==> src/rtl/pipeline_hazard_controller.sv <==
// Stall/flush/freeze sequencer for the 5-stage pipeline: RAW scoreboard, memory freeze FSM, branch flush.
// Outputs are combinational from state + inputs (0 cycles); pipe_freeze holds every stage, hazard bubbles ID.
module pipeline_hazard_controller #(
  parameter int MEM_LAT = 4,
  parameter int FWD_EN  = 0,
  parameter int CNT_W   = 16
) (
  input  logic             clk,
  input  logic             rst,
  input  logic             id_valid,
  input  logic [3:0]       id_src1,
  input  logic [3:0]       id_src2,
  input  logic             id_two_src,
  input  logic             id_wb_en,
  input  logic             id_mem_r_en,
  input  logic [3:0]       id_dest,
  input  logic             mem_access,
  input  logic             exe_branch_taken,
  output logic             hazard,
  output logic             pipe_freeze,
  output logic             flush,
  output logic             mem_done,
  output logic [CNT_W-1:0] stall_cycles
);

  typedef enum logic [1:0] {IDLE, WAIT, DONE} state_t;

  typedef struct packed {
    logic       valid;
    logic [3:0] dest;
    logic       is_load;
  } slot_t;

  localparam bit         MULTI     = (MEM_LAT > 1);
  localparam bit         SKIP_WAIT = (MEM_LAT == 2);
  // cnt holds the number of WAIT cycles still to come after the current one
  localparam logic [3:0] WAIT_INIT = 4'((MEM_LAT >= 3) ? (MEM_LAT - 3) : 0);

  state_t     state;
  logic [3:0] cnt;
  slot_t      exe_slot;
  logic       mem_vld;
  logic [3:0] mem_dest;

  logic start, freeze_raw, done_raw;
  logic match_exe, match_mem, raw, issued;

  always_comb begin
    start      = (state == IDLE) & mem_access;
    freeze_raw = (state == WAIT) | (start & MULTI);
    done_raw   = (state == DONE) | (start & ~MULTI);

    match_exe = exe_slot.valid &
                ((id_src1 == exe_slot.dest) | (id_two_src & (id_src2 == exe_slot.dest)));
    match_mem = mem_vld &
                ((id_src1 == mem_dest) | (id_two_src & (id_src2 == mem_dest)));

    if (FWD_EN != 0) raw = id_valid & match_exe & exe_slot.is_load;
    else             raw = id_valid & (match_exe | match_mem);

    pipe_freeze = rst & freeze_raw;
    flush       = rst & exe_branch_taken & ~freeze_raw;
    hazard      = rst & raw & ~freeze_raw & ~exe_branch_taken;
    mem_done    = rst & done_raw;
    issued      = id_valid & ~hazard & ~flush;
  end

  always_ff @(posedge clk or negedge rst) begin
    if (!rst) begin
      state <= IDLE;
      cnt   <= 4'd0;
    end else begin
      case (state)
        IDLE: begin
          if (mem_access && MULTI) begin
            if (SKIP_WAIT) begin
              state <= DONE;
            end else begin
              state <= WAIT;
              cnt   <= WAIT_INIT;
            end
          end
        end
        WAIT: begin
          if (cnt == 4'd0) state <= DONE;
          else             cnt   <= cnt - 4'd1;
        end
        DONE:    state <= IDLE;
        default: state <= IDLE;
      endcase
    end
  end

  // The MEM slot only feeds the non-forwarding RAW check, so its load flag is not kept
  always_ff @(posedge clk or negedge rst) begin
    if (!rst) begin
      exe_slot <= '0;
      mem_vld  <= 1'b0;
      mem_dest <= 4'd0;
    end else if (!pipe_freeze) begin
      mem_vld  <= exe_slot.valid;
      mem_dest <= exe_slot.dest;
      exe_slot <= '{valid: issued & id_wb_en, dest: id_dest, is_load: id_mem_r_en};
    end
  end

  always_ff @(posedge clk or negedge rst) begin
    if (!rst) begin
      stall_cycles <= '0;
    end else if ((hazard || pipe_freeze) && (stall_cycles != {CNT_W{1'b1}})) begin
      stall_cycles <= stall_cycles + 1'b1;
    end
  end

endmodule

==> config.mk <==
export PLATFORM = sky130hd
export DESIGN_NAME = pipeline_hazard_controller
export DESIGN_NICKNAME = d
export VERILOG_FILES = /design/src/rtl/pipeline_hazard_controller.sv
export SDC_FILE = /design/constraint.sdc
export NUM_CORES = 1
export LEC_CHECK = 0
export ABC_AREA = 0
export CORE_MARGIN = 4
export CORE_UTILIZATION = 40
export DETAILED_ROUTE_END_ITERATION = 7
export PLACE_DENSITY_LB_ADDON = 0.15
export REMOVE_ABC_BUFFERS = 1
export SYNTH_ARGS = -nofsm -noshare
export SYNTH_HDL_FRONTEND = slang
export SYNTH_SLANG_ARGS = --single-unit
==> constraint.sdc <==
create_clock -name clk -period 5.02 [get_ports clk]
set_clock_uncertainty 0.05 [all_clocks]
set_input_delay 0.502 -clock clk [delete_from_list [all_inputs] [get_ports clk]]
set_output_delay 0.502 -clock clk [all_outputs]
set_load 0.01 [all_outputs]
-- Word level (Yosys, flattened, before mapping)
Cells that the tools add are included.
- $add $sub $neg: 2
- eq/ne operators: 10
- mux-type cells: 6
- bitwise gates (word level): 24
- reductions and logical operators: 7
- operator list (kind ; number):
    adder 16 x 1 -> 16 bit, second input constant ; 1
    bitwise AND 1 bit ; 16
    equality test 4 bit ; 4
    != test 16 bit, second input constant ; 1
    2-to-1 mux 4 bit ; 2
    case mux 4 bit (2 select lines) ; 1
    zero test 4 bit ; 1
    2-to-1 mux 2 bit ; 2
    != test 2 bit, second input constant ; 2
    inverter 1 bit ; 4
    bitwise OR 1 bit ; 4
    case mux 2 bit (2 select lines) ; 1
    subtractor 4 x 1 -> 4 bit, second input constant ; 1
    AND reduction 3 bit ; 1
    equality test 2 x 1 -> 1 bit, second input constant ; 1
    equality test 2 bit, second input constant ; 1
    zero test 2 bit ; 1
    != test 2 x 1 -> 1 bit, second input constant ; 1
    AND reduction 2 bit ; 1
    nonzero test 2 bit ; 1
    logical AND 1 bit ; 1
    logical OR 1 bit ; 1
- flip-flop bits (word level): 32
- input bits: 20
- output and inout port bits: 20
- word-level logic and storage cells: 56

-- Logic depth before layout (Yosys ltp)
Gate-level depths: netlist of the first run.
- word-level depth: 13
- mapped depth: 8
- mapped depth without buffers: 8

-- Worst setup path after synthesis of the first run
OpenSTA, ideal clock, no wires.
- kind: input to register
- from: input id_src2[1]
- to: register stall_cycles[15]
- setup time: 128 ps
- arrival time: 2034 ps
- data required time: 4842 ps
- setup slack: 2809 ps
- stages: 6
- path buffers: 0
- cells stage by stage: a222oi_1 > or4b_1 > nand4_2 > a21oi_4 > nor4_1 > mux2_1
- longest elaborated chain between the ends: 11
- elaborated cells on any way between the ends: 15
- those cells by class: eq/ne (2); bitwise (11); reduce/logical (2)
- ends and longest elaborated chain (what ; line ; RTL):
    from (decl) ; 12 ; input logic [3:0] id_src2,
    equality test 4 bit, on equally long branches ; 54, 56 ;
    bitwise AND 1 bit, on equally long branches ; 54, 56 ;
    bitwise OR 1 bit, on equally long branches ; 54, 56 ;
    bitwise AND 1 bit, on equally long branches ; 53, 55 ;
    bitwise OR 1 bit (*) ; 59 ; else raw = id_valid & (match_exe | match_mem);
    bitwise AND 1 bit (*) ; 59 ;
    bitwise AND 1 bit (*) (3 in a row) ; 63 ; hazard = rst & raw & ~freeze_raw & ~exe_branch_taken;
    logical OR 1 bit (*) ; 110 ; end else if ((hazard || pipe_freeze) && (stall_cycles != {CNT_W{1'b1}})) begin
    logical AND 1 bit (*) ; 110 ;
    to (signal assigned) ; 111 ; stall_cycles <= stall_cycles + 1'b1;
    to (decl) ; 23 ; output logic [CNT_W-1:0] stall_cycles
Mark *: on every way between the ends. The rest lies on a longest branch, timed or not.
A chain may end at the register's enable or synchronous reset.

-- Worst setup path in the final report of the first run
- from: input id_src2[2]
- to: output hazard
- longest elaborated chain between the ends: 9
- elaborated cells on any way between the ends: 13
- those cells by class: eq/ne (2); bitwise (11)
- ends and longest elaborated chain (what ; line ; RTL):
    equality test 4 bit, on equally long branches ; 54, 56 ;
    bitwise AND 1 bit, on equally long branches ; 54, 56 ;
    bitwise OR 1 bit, on equally long branches ; 54, 56 ;
    bitwise AND 1 bit, on equally long branches ; 53, 55 ;
    bitwise OR 1 bit (*) ; 59 ;
    bitwise AND 1 bit (*) ; 59 ;
    bitwise AND 1 bit (*) (3 in a row) ; 63 ;
    to (decl) ; 19 ; output logic hazard,
Marks and branches as above.

==> flow_metrics.tcl, run 1 <==
set metrics [dict create \
    status "complete, no violations" \
    start_util_pct 42.66 \
    antenna_left 0 \
    drt_iter0_markers 62 \
    gr-total-overflow 0 \
    fmax_mhz 316.4 \
    power_density_nw_per_um2 444.1 \
    yosysSeqAreaShare_pct 45.62 \
    hold_path_class "reg -> reg" \
    core_area_um2 4115 \
    crit_required_ps 4470 \
    place.gp.congestion 0.9421 \
    ctsLongestPathBuffers 2 \
    io_buffers 38 \
    grt_use_total_pct 15.23 \
    clock_sinks 32 \
    fin_nets 244 \
    max_cap_violations 0 \
    routed-via-count 1354 \
    via_per_inst 4.978 \
    synth-seq-cells 32 \
    hold_viol_final 0 \
    ys_warn_count 0 \
    die_area_um2 5512 \
    path_max_fanout 3 \
    async_reset_ff_share_pct 100.0 \
    root_buffer "clkbuf_8" \
    drcViolationCount 0 \
    path_clk_slew_ps 60 \
    cts_tree "yes" \
    dp_hpwl_um 2834 \
    timing.slew.headroom_pct 65.16 \
    grt_pass1_vias 1425 \
    cts-resized-gates 0 \
    finalSetupTns_ps 0 \
    cts_setup_buffers 0 \
    worstSetupEndpointType "primary output" \
    path_class "in -> out" \
    dieHeight_um 74.25 \
    layout_commonest_cell "clkdlybuf4s50_1" \
    fin_ws_ps 1859 \
    ys.flop_type "dfrtp_1" \
    drv_slew 0 \
    power.total_uw 1013 \
    vdd_drop_max_mv 0.2918 \
    clock_latency_ps 280 \
    worst_slew_pin_slew_ps 521.5 \
    synth_cells 177 \
    finalCritPeriodShare_pct 62.97 \
    drive_gt1_share_pct 10.81 \
    start_kind "input port" \
    syn_to_final_growth_pct 29.94 \
    antenna_cells 0 \
    synth.avg_cell_area_um2 9.918 \
    grt_max_degree 27 \
    num_rows 23 \
    crit_arrival_ps 2610 \
    leakage_uw 0.001006 \
    h-tree-depth 2 \
    dp_cells 264 \
    fin_cells 272 \
    drtPass1Iterations 4 \
    wl_per_cell_um 13.50 \
    cts_hold_buf 0 \
    pre_cts_slack_ps 1799 \
    io_pins 40 \
    final_cell_mix "clkdlybuf4s50_1 (38), nand2_1 (33), dfrtp_1 (32), xor2_1 (23), nor2_1 (11)" \
    antenna_found_initial 0 \
    yosys.cell_types.count 39 \
    synth_edf_count 0 \
    rsz0062_at_grt "no" \
    dieWidth_um 74.25 \
    hold_ws_ps 451.4 \
    cts_buffers 5 \
    setup_viol 0 \
    syn_area_um2 1755 \
    grt_pass1_wl_um 6472 \
    fin_crit_ps 3161 \
    wl_um 3673 \
]
==> synth_stat cells (2+ instances only) <==
cell type   n  share of area (%)
a21oi_1     2               0.57
and3_1      3                1.1
dfrtp_1    32                 46
ha_1        3                2.1
inv_1       8                1.7
mux2_1      2                1.3
mux2_2      2                1.3
nand2_1    33                7.1
nand2b_1    3                1.1
nand3_1     9                2.6
nand4_1     2               0.71
nor2_1     11                2.4
nor3_1      6                1.7
nor3_2      3                1.7
nor3b_2     2                1.4
nor4_2      2                1.4
o21ai_0     5                1.4
o31ai_1     3                1.3
or2_2       2               0.71
xnor2_1     3                1.5
xor2_1     23                 11
==> routing by layer <==
layer	track usage (%)	part of all wire, %	vias up
met1	19.27	47	626
met3	3.514	4.8	7
li1	-	-	690
met2	25.00	46	31
met5	0	0	-
met4	6.522	1.9	0
==> power by group <==
part | switching (µW) | internal (µW) | total (µW)
Clock | 90.0 | 112 | 202
Combinational | 193 | 188 | 381
Sequential | 88.4 | 342 | 430
==> critical path, stage by stage <==
cell,delay [ps]
clkdlybuf4s50_1,470
a222oi_1,310
or4b_1,480
nand4_2,120
nand2_1,90
inv_1,100
clkdlybuf4s50_1,540
==> area by class of cell <==
type | instances | area, µm²
clock buffer | 8 | 90.09
fill | 352 | 1834
inverter | 10 | 37.54
multi-input combinational | 133 | 902.1
sequential | 32 | 800.8
tap | 50 | 62.56
timing repair buffer | 39 | 387.9
==> worst paths after layout <==
kind / from / end / slack, ps / depth (start not counted)
hold reg to reg: stall_cycles[10] / stall_cycles[10] / 450 / 1
max in group asynchronous: rst / stall_cycles[12] / 3760 / 2
min in group asynchronous: rst / state[1] / 470 / 1
setup reg to reg: state[0] / stall_cycles[15] / 2400 / 7
hold / removal: stall_cycles[10] / stall_cycles[10] / 450 / 1
setup / recovery: id_src2[2] / hazard / 1860 / 7
==> metrics by stage <==
step                area [µm²]  util, %
floorplan                 1740        -
global placement          2191    53.24
detailed placement        2191    53.24
CTS                       2281    55.43
global route              2281    55.43
finish                    2281    55.43
==> registers in the layout, indices dropped and copies added, names as in the netlist <==
register      count
cnt               4
exe_slot          5
mem_dest          4
mem_vld           1
stall_cycles     16
state             2
==> kinds of logic after synthesis <==
logic type / synth area share, %
AND/OR/NAND/NOR: 26.80
buffers and inverters: 2.993
AO/OA/AOI/OAI: 6.915
XOR/XNOR: 12.97
multiplexers: 2.566
flip-flops: 45.62
adder cells (fa/ha/maj): 2.139
Note: power is estimated with default switching activity, not from simulation.
==> run 2: changes to the inputs <==
- clock period: 5.02 -> 2.7 ns (I/O delays scaled with it)
==> run 2 against run 1 <==
Register-to-register slack lost 2000 ps. Non-clock buffer count grew 4. Total power grew 85%. Sequential share of layout area shrank 0.25 points. Critical path depth is the same. First-iteration DRC count shrank 26%. Routed wire length grew 3.5%. Clock power grew 68%. Combinational power grew 92%. Via count grew 2.1%. Design area grew 0.71%. Sequential power grew 87%. Critical path type unchanged.
==> flow_metrics.tcl, run 2 (synthesis gave the netlist of run 1 again) <==
set metrics [dict create \
    worstReg2RegStart "mem_dest[1]" \
    dp_hpwl_um 2862 \
    core_area_um2 4115 \
    grt_use_total_pct 14.77 \
    drt_iter0_markers 46 \
    vdd_drop_max_mv 0.4976 \
    place.gp.congestion 0.9471 \
    largest_reg_flops 16 \
    finalSetupTns_ps 0 \
    start_util_pct 42.66 \
    max_cap_violations 0 \
    top_regs "stall_cycles x16, exe_slot x5" \
    fin_crit_ps 2422 \
    drtPass1Iterations 4 \
    wl_um 3800 \
    timing.slew.headroom_pct 68.61 \
    fin_nets 248 \
    path_clk_slew_ps 60 \
    setup_viol 0 \
    syn_to_final_growth_pct 30.86 \
    crit_arrival_ps 2100 \
    num_rows 23 \
    drv_slew 0 \
    path_max_fanout 3 \
    startpoint "id_src2[2]" \
    status "complete, no violations" \
    clock_latency_ps 280 \
    h-tree-depth 2 \
    reg2reg_to "stall_cycles[15]" \
    antenna_cells 0 \
    rsz0062_at_grt "no" \
    final_cell_mix "clkdlybuf4s50_1 (37), nand2_1 (33), dfrtp_1 (32), xor2_1 (23), nor2_1 (11)" \
    root_buffer "clkbuf_8" \
    cts_tree "yes" \
    cts_buffers 5 \
    via_per_inst 5.029 \
    path_class "in -> out" \
    crit_required_ps 2380 \
    gr-total-overflow 0 \
    cts_setup_buffers 0 \
    hold_path_class "in -> async" \
    io_pins 40 \
    antenna_found_initial 0 \
    utilization_pct 55.82 \
    rr_worst_depth 7 \
    finalCritPeriodShare_pct 89.71 \
    grt_max_degree 27 \
    clock_sinks 32 \
    routed-via-count 1383 \
    dieHeight_um 74.25 \
    wl_per_cell_um 13.82 \
    drive_gt1_share_pct 12.44 \
    power_density_nw_per_um2 814.8 \
    leakage_uw 0.001026 \
    start_kind "input port" \
    grt_pass1_wl_um 6361 \
    dieWidth_um 74.25 \
    ctsLongestPathBuffers 2 \
    top_register "stall_cycles" \
    layout_commonest_cell "clkdlybuf4s50_1" \
    drcViolationCount 0 \
    hold_viol_final 0 \
    fmax_mhz 412.9 \
    worst_slew_pin_slew_ps 469.8 \
    die_area_um2 5512 \
    antenna_left 0 \
    worstSetupEndpointType "primary output" \
    grt_pass1_vias 1369 \
    power.total_uw 1872 \
    r2r_slack_ps 400 \
    io_buffers 38 \
]
[run 2: metrics by stage]
step	std cells	setup WS [ps]	instance area [µm²]	hold WS [ps]
after floorplan	175	418.9	1740	-75.59
after global placement	268	40.73	2221	437.3
after detailed placement	268	-4.695	2221	439.1
after CTS	275	259.0	2297	309.5
after global routing	275	204.6	2297	324.6
final	275	277.9	2297	321.4
[run 2: layout make-up]
class	count	area, µm²
multi-input cells	133	902.1
inverters	10	37.54
flip-flops and latches	32	800.8
fillers	361	1818
well taps	50	62.56
clock buffers	6	72.57
repair buffers	43	416.7
clock inverters	1	5.005
[run 2: report_power, final]
part | leakage (µW) | switching, µW | internal (µW)
clock | 0.0000410 | 164 | 175
sequential | 0.000402 | 167 | 635
combinational | 0.000582 | 369 | 362
[run 2: repair_timing]
item / in CTS / in global routing
hold buffers: 0 / 0
endpoints found under the setup margin: 1 / 0
gates resized for setup: 1 / 0
[run 2: metal layers]
layer | vias up | share of wire [%] | GRT usage [%]
li1 | 696 | - | -
met1 | 655 | 47 | 20.63
met2 | 28 | 47 | 23.03
met3 | 4 | 5.2 | 3.108
met4 | 0 | 1.1 | 4.743
met5 | - | 0 | 0
[run 2: how the worst max path moves through the flow]
| stage | to | slack, ps |
|---|---|---|
| floorplan | stall_cycles[14] | 420 |
| global placement | hazard | 40 |
| detailed placement | hazard | -5 |
| CTS | hazard | 260 |
| global route | hazard | 200 |
| finish | hazard | 280 |
[run 2: critical path: stages]
cell             delay (ps)
clkdlybuf4s50_1         470
a222oi_1                320
or4b_1                  480
nand4_2                 120
nand2_1                  90
inv_1                    90
dlygate4sd2_1           270
